`src/rtl/chacha_qr_bus_pkg.sv`:
```
// Shared types and field positions for the byte-wide ChaCha quarter-round register bus.
// Word a sits in the least significant 32 bits of a flattened job, so byte k lives at bits 8k+7:8k.
package chacha_qr_bus_pkg;

    localparam int unsigned WORD_W    = 32;
    localparam int unsigned BYTE_W    = 8;
    localparam int unsigned NUM_WORDS = 4;
    localparam int unsigned NUM_BYTES = 16;
    localparam int unsigned JOB_W     = WORD_W * NUM_WORDS;
    localparam int unsigned ADDR_W    = 4;

    localparam int unsigned WORD_SEL_MSB = 3;
    localparam int unsigned WORD_SEL_LSB = 2;
    localparam int unsigned BYTE_SEL_MSB = 1;
    localparam int unsigned BYTE_SEL_LSB = 0;

    localparam logic [1:0] WORD_A = 2'd0;
    localparam logic [1:0] WORD_B = 2'd1;
    localparam logic [1:0] WORD_C = 2'd2;
    localparam logic [1:0] WORD_D = 2'd3;

    typedef enum logic [2:0] {
        ST_IDLE  = 3'd0,
        ST_WRITE = 3'd1,
        ST_QR    = 3'd2,
        ST_WAIT  = 3'd3,
        ST_READ  = 3'd4,
        ST_DONE  = 3'd5
    } qr_state_e;

    typedef struct packed {
        logic [WORD_W-1:0] d;
        logic [WORD_W-1:0] c;
        logic [WORD_W-1:0] b;
        logic [WORD_W-1:0] a;
    } qr_job_t;

    // Byte selected by a bus address: word from [3:2], byte lane from [1:0].
    function automatic logic [BYTE_W-1:0] job_byte(input qr_job_t job,
                                                   input logic [ADDR_W-1:0] addr);
        logic [WORD_W-1:0] word;
        case (addr[WORD_SEL_MSB:WORD_SEL_LSB])
            WORD_A:  word = job.a;
            WORD_B:  word = job.b;
            WORD_C:  word = job.c;
            default: word = job.d;
        endcase
        return word[{addr[BYTE_SEL_MSB:BYTE_SEL_LSB], 3'b000} +: BYTE_W];
    endfunction

endpackage

```
`src/rtl/chacha_qr_host.sv`:
```
// Host initiator: streams a 128-bit job into the quarter-round peripheral byte by byte,
// pulses the round strobe ROUNDS times, reads the 16 result bytes back and presents them.
module chacha_qr_host
    import chacha_qr_bus_pkg::*;
#(
    parameter int unsigned ROUNDS       = 1,
    parameter int unsigned QR_WAIT      = 1,
    parameter int unsigned READ_LATENCY = 1
) (
    input  logic                clk,
    input  logic                rst_n,
    input  logic                in_valid,
    output logic                in_ready,
    input  logic [WORD_W-1:0]   in_a,
    input  logic [WORD_W-1:0]   in_b,
    input  logic [WORD_W-1:0]   in_c,
    input  logic [WORD_W-1:0]   in_d,
    output logic                out_valid,
    input  logic                out_ready,
    output logic [WORD_W-1:0]   out_a,
    output logic [WORD_W-1:0]   out_b,
    output logic [WORD_W-1:0]   out_c,
    output logic [WORD_W-1:0]   out_d,
    output logic [BYTE_W-1:0]   bus_wdata,
    output logic [ADDR_W-1:0]   bus_addr,
    output logic                bus_wr_en,
    output logic                bus_qr_en,
    input  logic [BYTE_W-1:0]   bus_rdata,
    output logic                busy
);

    localparam logic [3:0] ROUNDS_CFG = 4'(ROUNDS);
    localparam logic [2:0] WAIT_LAST  = 3'(QR_WAIT - 1);
    localparam logic [2:0] RD_LAT     = 3'(READ_LATENCY);
    localparam logic [3:0] LAST_IDX   = 4'(NUM_BYTES - 1);

    qr_state_e         state_q, state_d;
    logic [3:0]        idx_q, idx_d;
    logic [3:0]        cap_q, cap_d;
    logic [3:0]        round_q, round_d;
    logic [2:0]        cnt_q, cnt_d;
    logic              addr_done_q, addr_done_d;
    qr_job_t           shadow_q, shadow_d;
    qr_job_t           result_q, result_d;

    logic              in_ready_q, in_ready_d;
    logic              busy_q, busy_d;
    logic              out_valid_q, out_valid_d;
    logic [ADDR_W-1:0] bus_addr_q, bus_addr_d;
    logic [BYTE_W-1:0] bus_wdata_q, bus_wdata_d;
    logic              bus_wr_en_q, bus_wr_en_d;
    logic              bus_qr_en_q, bus_qr_en_d;

    logic              accept;
    logic [JOB_W-1:0]  result_flat;

    assign accept = (state_q == ST_IDLE) && in_valid && in_ready_q;

    // State register.
    always_ff @(posedge clk) begin
        if (!rst_n) begin
            state_q <= ST_IDLE;
        end else begin
            state_q <= state_d;
        end
    end

    // Next state and datapath next values.
    always_comb begin
        state_d     = state_q;
        idx_d       = idx_q;
        cap_d       = cap_q;
        round_d     = round_q;
        cnt_d       = cnt_q;
        addr_done_d = addr_done_q;
        shadow_d    = shadow_q;
        result_d    = result_q;
        result_flat = result_q;

        case (state_q)
            ST_IDLE: begin
                if (accept) begin
                    shadow_d.a = in_a;
                    shadow_d.b = in_b;
                    shadow_d.c = in_c;
                    shadow_d.d = in_d;
                    idx_d      = 4'd0;
                    state_d    = ST_WRITE;
                end
            end
            ST_WRITE: begin
                idx_d = 4'(idx_q + 4'd1);
                if (idx_q == LAST_IDX) begin
                    idx_d       = 4'd0;
                    cap_d       = 4'd0;
                    round_d     = 4'd0;
                    cnt_d       = 3'd0;
                    addr_done_d = 1'b0;
                    state_d     = (ROUNDS_CFG == 4'd0) ? ST_READ : ST_QR;
                end
            end
            ST_QR: begin
                round_d = 4'(round_q + 4'd1);
                cnt_d   = 3'd0;
                state_d = ST_WAIT;
            end
            ST_WAIT: begin
                cnt_d = 3'(cnt_q + 3'd1);
                if (cnt_q == WAIT_LAST) begin
                    cnt_d   = 3'd0;
                    state_d = (round_q < ROUNDS_CFG) ? ST_QR : ST_READ;
                end
            end
            ST_READ: begin
                if (!addr_done_q) begin
                    idx_d = 4'(idx_q + 4'd1);
                    if (idx_q == LAST_IDX) begin
                        addr_done_d = 1'b1;
                    end
                end
                // First RD_LAT cycles only prime the read pipe; then one byte lands per cycle.
                if (cnt_q < RD_LAT) begin
                    cnt_d = 3'(cnt_q + 3'd1);
                end else begin
                    result_flat[{cap_q, 3'b000} +: BYTE_W] = bus_rdata;
                    result_d = qr_job_t'(result_flat);
                    cap_d    = 4'(cap_q + 4'd1);
                    if (cap_q == LAST_IDX) begin
                        state_d = ST_DONE;
                    end
                end
            end
            ST_DONE: begin
                if (out_ready) begin
                    state_d = ST_IDLE;
                end
            end
            default: begin
                state_d = ST_IDLE;
            end
        endcase
    end

    // Output next values, derived from the upcoming state so the registered pins line up with it.
    always_comb begin
        in_ready_d  = 1'b0;
        busy_d      = 1'b0;
        out_valid_d = 1'b0;
        bus_addr_d  = '0;
        bus_wdata_d = '0;
        bus_wr_en_d = 1'b0;
        bus_qr_en_d = 1'b0;

        case (state_d)
            ST_IDLE: begin
                in_ready_d = 1'b1;
            end
            ST_WRITE: begin
                busy_d      = 1'b1;
                bus_wr_en_d = 1'b1;
                bus_addr_d  = idx_d;
                bus_wdata_d = job_byte(shadow_d, idx_d);
            end
            ST_QR: begin
                busy_d      = 1'b1;
                bus_qr_en_d = 1'b1;
            end
            ST_WAIT: begin
                busy_d = 1'b1;
            end
            ST_READ: begin
                busy_d     = 1'b1;
                bus_addr_d = addr_done_d ? '0 : idx_d;
            end
            ST_DONE: begin
                busy_d      = 1'b1;
                out_valid_d = 1'b1;
            end
            default: begin
                busy_d = 1'b1;
            end
        endcase
    end

    // Datapath and output registers.
    always_ff @(posedge clk) begin
        if (!rst_n) begin
            idx_q       <= '0;
            cap_q       <= '0;
            round_q     <= '0;
            cnt_q       <= '0;
            addr_done_q <= 1'b0;
            shadow_q    <= '0;
            result_q    <= '0;
            in_ready_q  <= 1'b0;
            busy_q      <= 1'b0;
            out_valid_q <= 1'b0;
            bus_addr_q  <= '0;
            bus_wdata_q <= '0;
            bus_wr_en_q <= 1'b0;
            bus_qr_en_q <= 1'b0;
        end else begin
            idx_q       <= idx_d;
            cap_q       <= cap_d;
            round_q     <= round_d;
            cnt_q       <= cnt_d;
            addr_done_q <= addr_done_d;
            shadow_q    <= shadow_d;
            result_q    <= result_d;
            in_ready_q  <= in_ready_d;
            busy_q      <= busy_d;
            out_valid_q <= out_valid_d;
            bus_addr_q  <= bus_addr_d;
            bus_wdata_q <= bus_wdata_d;
            bus_wr_en_q <= bus_wr_en_d;
            bus_qr_en_q <= bus_qr_en_d;
        end
    end

    assign in_ready  = in_ready_q;
    assign busy      = busy_q;
    assign out_valid = out_valid_q;
    assign out_a     = result_q.a;
    assign out_b     = result_q.b;
    assign out_c     = result_q.c;
    assign out_d     = result_q.d;
    assign bus_addr  = bus_addr_q;
    assign bus_wdata = bus_wdata_q;
    assign bus_wr_en = bus_wr_en_q;
    assign bus_qr_en = bus_qr_en_q;

endmodule

```
`config.mk`:
```
export PLATFORM = sky130hd
export DESIGN_NAME = chacha_qr_host
export DESIGN_NICKNAME = d
export VERILOG_FILES = /design/src/rtl/chacha_qr_bus_pkg.sv /design/src/rtl/chacha_qr_host.sv
export SDC_FILE = /design/constraint.sdc
export NUM_CORES = 1
export LEC_CHECK = 0
export ABC_AREA = 1
export CAP_MARGIN = 20
export CORE_MARGIN = 4
export CORE_UTILIZATION = 55
export CTS_CLUSTER_DIAMETER = 60
export DETAILED_ROUTE_END_ITERATION = 6
export HOLD_SLACK_MARGIN = 0.06
export MAX_ROUTING_LAYER = met4
export PLACE_DENSITY_LB_ADDON = 0.05
export SETUP_SLACK_MARGIN = 0.5
export SLEW_MARGIN = 0
export SYNTH_ARGS = -nofsm -noshare
export SYNTH_HDL_FRONTEND = slang
export SYNTH_SLANG_ARGS = --single-unit
```
`constraint.sdc`:
```
create_clock -name clk -period 5.2 [get_ports clk]
set_clock_uncertainty 0.1 [all_clocks]
set_input_delay 1.56 -clock clk [delete_from_list [all_inputs] [get_ports clk]]
set_output_delay 1.56 -clock clk [all_outputs]
set_load 0.01 [all_outputs]
```
* Word level (Yosys, flattened, before mapping)
Cells that the tools add are included.
Widths: inputs -> output; s select.
** Operators by class
- Eq/ne operators :: 16
- Shift-type cells :: 3
- Add/sub/neg operators :: 5
- Order comparisons :: 2
- Mux-type cells :: 36
- Bitwise gates (word level) :: 1
- Reductions and logical operators :: 14
** Operators with widths (count)
- $mux 128 :: 2
- $bwmux 128 :: 1
- $shift 8x9->128 const A :: 1
- $shiftx 8x9->128 :: 1
- $pmux 32 s3 :: 1
- $mux 32 :: 1
- $shiftx 32x6->8 :: 1
- $mux 3 :: 10
- $mux 4 :: 6
- $pmux 4 s2 :: 3
- $pmux 3 s6 :: 1
- $add 4x1->4 const B :: 3
- $eq 3x3->1 const B :: 4
- $pmux 3 s4 :: 1
- $pmux 4 s3 :: 1
- $eq 3x2->1 const B :: 3
- $logic_not 3->1 :: 3
- $neg 7->9 :: 1
- $eq 4x4->1 const B :: 2
- $mux 1 :: 8
- $eq 3x1->1 const B :: 2
- $ne 2x2->1 const B :: 3
- $reduce_and 2->1 :: 3
- $reduce_and 3->1 :: 2
- 11 further kinds :: 13
** Storage, ports and cells
- Register bits :: 292
- Word-level logic and storage cells :: 98
- Input bits :: 140
- Output and inout port bits :: 145

* Depth between registers and ports, before layout
- Word-level depth :: 9
- Gate-level depth with buffers :: 16
- Gate-level depth less buffers :: 15

* Least setup slack after synthesis
No wires, ideal clock.
- Kind :: input to register
- Start point :: input in_valid
- End point :: register bus_wdata_q[5], in the netlist bus_wdata[5]
- Arrival time :: 2808 ps
- Path buffers :: 2
- Setup time :: 113 ps
- Path slack :: 2179 ps
- Required time :: 4987 ps
- Stages on the path :: 15
- Cell sequence :: nand2_1 > inv_1 > nor2_4 > nor2_4 > nand2_2 > nand2_4 > nand2_8 > buf_12 > buf_6 > o21ai_1 > nand3_1 > nand2_1 > nand2_1 > nor2_1 > nor2_1
** Between the ends
- Longest elaborated chain between the ends :: 8
- Elaborated cells between the ends (all ways) :: 16
- Those cells by class :: eq/ne: 3; shift: 1; mux: 8; reduce/logical: 4
** Ends and longest elaborated chain
- from (decl) :: RTL line chacha_qr_host.sv:12 : input logic in_valid,
- $logic_and 1x1->1 * (2 in a row) :: RTL line chacha_qr_host.sv:57 : assign accept = (state_q == ST_IDLE) && in_valid && in_ready_q;
- $mux 4 :: RTL line chacha_qr_host.sv:82 : if (accept) begin
- $pmux 4 s3 :: RTL line chacha_qr_host.sv:80 : case (state_q)
- $eq 2x2->1 (tied with other cells) :: RTL line chacha_qr_bus_pkg.sv:42 : case (addr[WORD_SEL_MSB:WORD_SEL_LSB])
- $pmux 32 s3 :: RTL line chacha_qr_bus_pkg.sv:42
- $mux 32 :: RTL line chacha_qr_host.sv:154 : case (state_d)
- $shiftx 32x6->8 :: RTL line chacha_qr_bus_pkg.sv:48 : return word[{addr[BYTE_SEL_MSB:BYTE_SEL_LSB], 3'b000} +: BYTE_W];
- to (signal assigned) :: RTL line chacha_qr_host.sv:214 : bus_wdata_q <= bus_wdata_d;
- to (decl) :: RTL line chacha_qr_host.sv:50 : logic [BYTE_W-1:0] bus_wdata_q, bus_wdata_d;
Mark *: on every way between the ends. The rest lies on a longest branch, timed or not. The select of a mux whose other input is x is not followed.
A chain may end at the register's enable or synchronous reset.

* Final worst setup path
- Start point :: input in_valid
- End point :: register bus_wdata_q[3], in the netlist bus_wdata[3]
The elaborated chain is that of the path after synthesis.

==> results.py <==
metrics = {
    "place": {
        "place_congestion": 0.973,
        "post-place-ws_ns": 1.06,
        "place_area_mm2": 0.0156,
        "place_hpwl_mm": 28.3,
        "portBuffers": 284,
        "placed_cells": 2185,
    },
    "setup_path": {
        "r2r-end": "out_d[23]$_SDFFE_PN0P_",
        "required_ns": 5.59,
        "critical_path_class": "primary input to flop",
        "r2r_slack_ns": 1.81,
        "critical_path_arrival_ns": 4.02,
        "cp_max_fo": 80,
        "crit_path_end": "bus_wdata[3]$_SDFF_PN0_",
        "reg2reg_from": "cap_q[0]$_SDFFE_PN0P_",
        "worstPathCellList": "clkdlybuf4s50_1 > nand2_1 > inv_1 > nor2_4 > nor2_4 > nand2_2 > nand2_4 > nand2_8 > nor2_4 > nand2_1 > nand3_1 > nand2_1 > nand3_1 > nand2_1 > nor2_1",
        "r2r_cells": 8,
        "cp-end-kind": "flop",
        "crit_buf_inv": 2,
        "slowest_stage": "nor2_4",
        "crit_top_cell": "nand2_1",
        "max_stage_delay_ns": 0.56,
        "crit_family": "simple AND/OR/NAND/NOR gates",
        "cp-start-kind": "primary input",
        "cp_num_cells": 15,
        "cp-startpoint": "in_valid",
    },
    "timing": {
        "worst_slack_ns": 1.58,
        "slew_headroom_pct": 32.3,
        "fmax_mhz": 276,
        "timing.setup.tns_ns": 0,
        "hold_viol": 0,
        "worst_slew_pin_slew_ns": 1.01,
        "rsz0062_at_grt": "no",
        "drv_slew": 0,
        "finalCritPeriodShare_pct": 69.7,
        "period_needed_ns": 3.62,
        "finalSetupViolations": 0,
    },
    "yosys": {
        "yosys_warnings": 0,
        "yosysTopAreaCellShare_pct": 45.4,
        "synthCells": 1675,
        "yosys.area.top_type": "dfxtp_1",
        "synth_edf_count": 0,
        "seq_area_frac_synth_pct": 45.4,
        "yosysUniqueCellTypes": 47,
        "ys_ff_latch": 292,
        "syn-cell-area_mm2": 0.0129,
        "synthTopCellsByCount": "dfxtp_1 (292), nand2_1 (226), inv_1 (177), nor2_1 (173), a21oi_1 (153)",
        "synthFlopType": "dfxtp_1",
        "synth_area_leaders": "dfxtp_1 (45%), nand2_1 (6.6%), a21oi_1 (6.0%)",
        "synth_fp_nets": 1824,
        "syn_avg_cell_area_um2": 7.68,
        "yosysMostFrequentCell": "dfxtp_1",
        "synthArstFlopShare_pct": 0,
    },
    "clock_tree": {
        "path_clk_slew_ns": 0.07,
        "cts_root_buffer": "clkbuf_16",
        "post-cts-setup-buffers": 0,
        "insertion_delay_ns": 0.56,
        "hold_buffers": 0,
        "cts_tree": "built",
        "htreeDepth": 1,
        "cts.sinks": 292,
        "ctsResizeCount": 0,
        "cts_buffers": 31,
        "clk_path_buf_depth": 3,
    },
    "detailed_routing": {
        "drc_errors": 0,
        "routed.top_layer": "met4",
        "drtAntennaViolNets": 0,
        "drt_first_pass_iters": 5,
        "routed_wl_mm": 40.1,
        "wl_met3_mm": 3.28,
        "m1WireLength_mm": 15.6,
        "num_vias": 11900,
        "vias_per_cell": 5.29,
        "dr_wl_met2_mm": 19.1,
        "wl_per_cell_um": 17.9,
        "drt_iter0_drc": 969,
    },
    "floorplan": {
        "die_area_mm2": 0.0259,
        "core-area_mm2": 0.0228,
        "chipHeight_um": 161,
        "num_rows": 55,
        "die_w_um": 161,
        "start_util_pct": 56.3,
        "io_pins": 285,
    },
    "min_path": {
        "hp-class": "flop to flop",
        "hold_path_depth": 2,
    },
    "layout": {
        "final_cells": 2243,
        "layout.area.seq_mm2": 0.00585,
        "antenna-diode-count": 0,
        "fin_area_mm2": 0.0167,
        "n_fill_cell": 1864,
        "syn2layout_area_growth_pct": 29.6,
        "multi_input_area_mm2": 0.00574,
        "drive_gt1_share_pct": 9.33,
        "final_nets": 2054,
    },
    "pwr": {
        "ir_worst_vdd_v": 0.000288,
        "power.total_mw": 5.27,
        "p_per_area_mw_per_mm2": 316,
        "p_leak_nw": 7.11,
    },
    "grt": {
        "grt_pass1_wl_mm": 62.2,
        "grt_overflow": 0,
        "grt_use_total_pct": 30.5,
        "grt_start_max_net_pins": 129,
        "grt_pass1_vias": 11700,
        "antenna_found_initial": 0,
    },
    "flow_run": {
        "drv_cap": 0,
    },
    "run_status": {
        "status": "finished, final reports clean",
    },
}
==> worst min path at each step <==
stage / slack (ns) / end / startpoint
after floorplan: 0.34 / round_q[3]$_SDFFE_PN0P_ / round_q[3]$_SDFFE_PN0P_
after global routing: 0.37 / out_c[9]$_SDFFE_PN0P_ / out_c[9]$_SDFFE_PN0P_
final: 0.35 / out_c[15]$_SDFFE_PN0P_ / out_c[15]$_SDFFE_PN0P_
after CTS: 0.35 / out_c[9]$_SDFFE_PN0P_ / out_c[9]$_SDFFE_PN0P_
after global placement: 0.33 / out_c[26]$_SDFFE_PN0P_ / out_c[26]$_SDFFE_PN0P_
after detailed placement: 0.34 / out_c[8]$_SDFFE_PN0P_ / out_c[8]$_SDFFE_PN0P_
==> through the flow <==
step | utilization, % | hold WS [ns]
floorplan | - | 0.337
global placement | 68.4 | 0.331
detailed placement | 68.4 | 0.337
CTS | 73.0 | 0.353
global route | 73.0 | 0.374
finish | 73.0 | 0.350
==> flip-flops by register name, summed over array words and instances, names as in the netlist, 3 cells and up <==
register	flops
shadow_q	128
out_a	32
out_b	32
out_c	32
out_d	32
bus_wdata	8
bus_addr	4
cap_q	4
idx_q	4
round_q	4
cnt_q	3
state_q	3
==> cell usage in the layout (no fill, tap or decap), drive strengths merged <==
cell and count:
xor2 2, nand3b 1, o21bai 1, nand3 123, nor3 30, o21a 38
clkinvlp 1, nor3b 1, a21oi 154, nor4 4, inv 191, clkbuf 42
clkinv 11, nor2 187, o31ai 2, xnor2 1, o21ai 175, mux2i 35
a211oi 7, nand2 235, or2 78, nand4 13, dfxtp 292, ha 9
bufinv 3, clkdlybuf4s50 283, a31oi 1, buf 10
==> worst reg2reg max path: stages, from the launching register on <==
cell	delay, ns
dfxtp_1	0.37
inv_1	0.49
nand4_1	0.32
nand2_2	0.34
inv_1	0.15
nor2_2	0.79
nand2_1	0.46
nand2_1	0.18
a21oi_1	0.07
==> per-layer routing <==
layer  vias up  global-route usage, %
li1       5885                      -
met1      5436                   34.7
met2       437                   50.4
met3       109                   8.39
met4         0                   13.6
met5         -                      -
==> final cells by class <==
type	instances	share of cell area, %
multi-input cells	1097	34.4
clock buffers	42	5.26
inverters	190	4.32
repair buffers	293	17.6
flip-flops and latches	292	35.1
clock inverters	16	1.01
well taps	313	2.35
==> cell families after synthesis <==
family / count (synthesis) / synth area share, %
AND/OR/NAND/NOR: 672 / 24.8
AO/OA/AOI/OAI: 378 / 15.9
flip-flops: 292 / 45.4
buffers and inverters: 286 / 9.98
multiplexers: 35 / 2.72
adder cells (fa/ha/maj): 9 / 0.875
XOR/XNOR: 3 / 0.350
==> where the power goes <==
group | internal [mW] | total, mW | switching [mW]
combinational | 0.297 | 0.683 | 0.386
clock | 1.33 | 2.25 | 0.919
sequential | 2.32 | 2.34 | 0.0213
total | 3.94 | 5.27 | 1.33
(Power assumes the default switching activity.)
==> variant (same settings) <==
Set the package constant `WORD_W` to 36 (it was 32).
--- a/src/rtl/chacha_qr_bus_pkg.sv
+++ b/src/rtl/chacha_qr_bus_pkg.sv
@@ -4,3 +4,3 @@
 
-    localparam int unsigned WORD_W    = 32;
+    localparam int unsigned WORD_W    = 36;
     localparam int unsigned BYTE_W    = 8;
Ports: changed (8 resized); port bits go from 285 to 317. No check against the original RTL was run, so the function may have changed too.
==> variant against the original RTL <==
Sequential cell count rose by 16. Setup slack got worse by 390 ps. Total power rose by 3.3%. Design area increased by 4.1%. Fmax decreased by 9.7%. Synthesized cell count rose by 5.9%. Count of clock-buffer cells in the layout grew 7. Area after synthesis is 3.1% higher. Wire length decreased by 5.2%.
==> variant: results (changes against the original RTL) <==
placement:
  place_inst: 2302  # +5.4%
  gp_congestion: 0.8728  # -10%
  dp_slack_ps: 692.1  # -372.6 ps
  placed_area_mm2: 0.01622  # +3.8%
global_route:
  grt_start_max_net_pins: 130  # +0.78%
  grt_util_met2_pct: 44.79  # -5.6 points
  grt_use_met3_pct: 6.636  # -1.8 points
  grt_pass1_vias: 11550  # -1.1%
outcome:
  status: "finished, final reports clean"
setup_path:
  crit_fanout: 48  # -40%
  worst-r2r-cell-count: 9  # +1
logic_synthesis:
  syn_avg_cell_area_um2: 7.483  # -2.6%
  syn-num-nets: 1938  # +6.3%
  yosys-top-cells-count: "nand2_1 (349), dfxtp_1 (308), nor2_1 (218), a21oi_1 (167), inv_1 (134)"
hold_path:
  holdPathEnd: "out_d[31]$_SDFFE_PN0P_"
  hp-start: "out_d[31]$_SDFFE_PN0P_"
route:
  vias_per_cell: 5.287  # about the same
  wl_met1_um: 16280  # +4.0%
power:
  p_comb_share_pct: 10.9  # -2.1 points
  p_leak_nw: 7.211  # +1.4%
  power_frac_clock_pct: 44.1  # +1.4 points
cells_and_area:
  antenna_cells: 5  # +5
  post-route-util_pct: 73.51  # +0.54 points
  fin_nets: 2184  # +6.3%
  finalNonFillerCells: 2363  # +5.3%
  clk_share_pct: 6.466  # +0.19 points
  inverters: 166  # -13%
sta:
  slew_headroom_pct: 35.05  # +2.8 points
clock_tree:
  ctsHtreeMaxLevel: 2  # +1
  clock_latency_ps: 500  # -60 ps
variant: stage by stage:
| stage | power, W | hold WS, ps |
|---|---|---|
| 2_1_floorplan | 0.002876 | 337.1 |
| 3_3_place_gp | 0.003082 | 313.3 |
| 3_5_place_dp | 0.003092 | 317.9 |
| 4_1_cts | 0.005478 | 331.0 |
| 5_1_grt | 0.005648 | 354.0 |
| 6_report | 0.005447 | 327.0 |
variant: logic make-up (layout without fill, tap and decap cells):
| group | after synthesis | count (layout) | synth area share [%] |
|---|---|---|---|
| flip-flops | 308 | 308 | 46.47 |
| buffers and inverters | 265 | 531 | 8.827 |
| AND/OR/NAND/NOR | 794 | 794 | 26.45 |
| XOR/XNOR | 2 | 2 | 0.2735 |
| AO/OA/AOI/OAI | 359 | 359 | 14.41 |
| other | 0 | 5 | 0 |
| adder cells (fa/ha/maj) | 9 | 9 | 0.8488 |
| multiplexers | 36 | 36 | 2.716 |
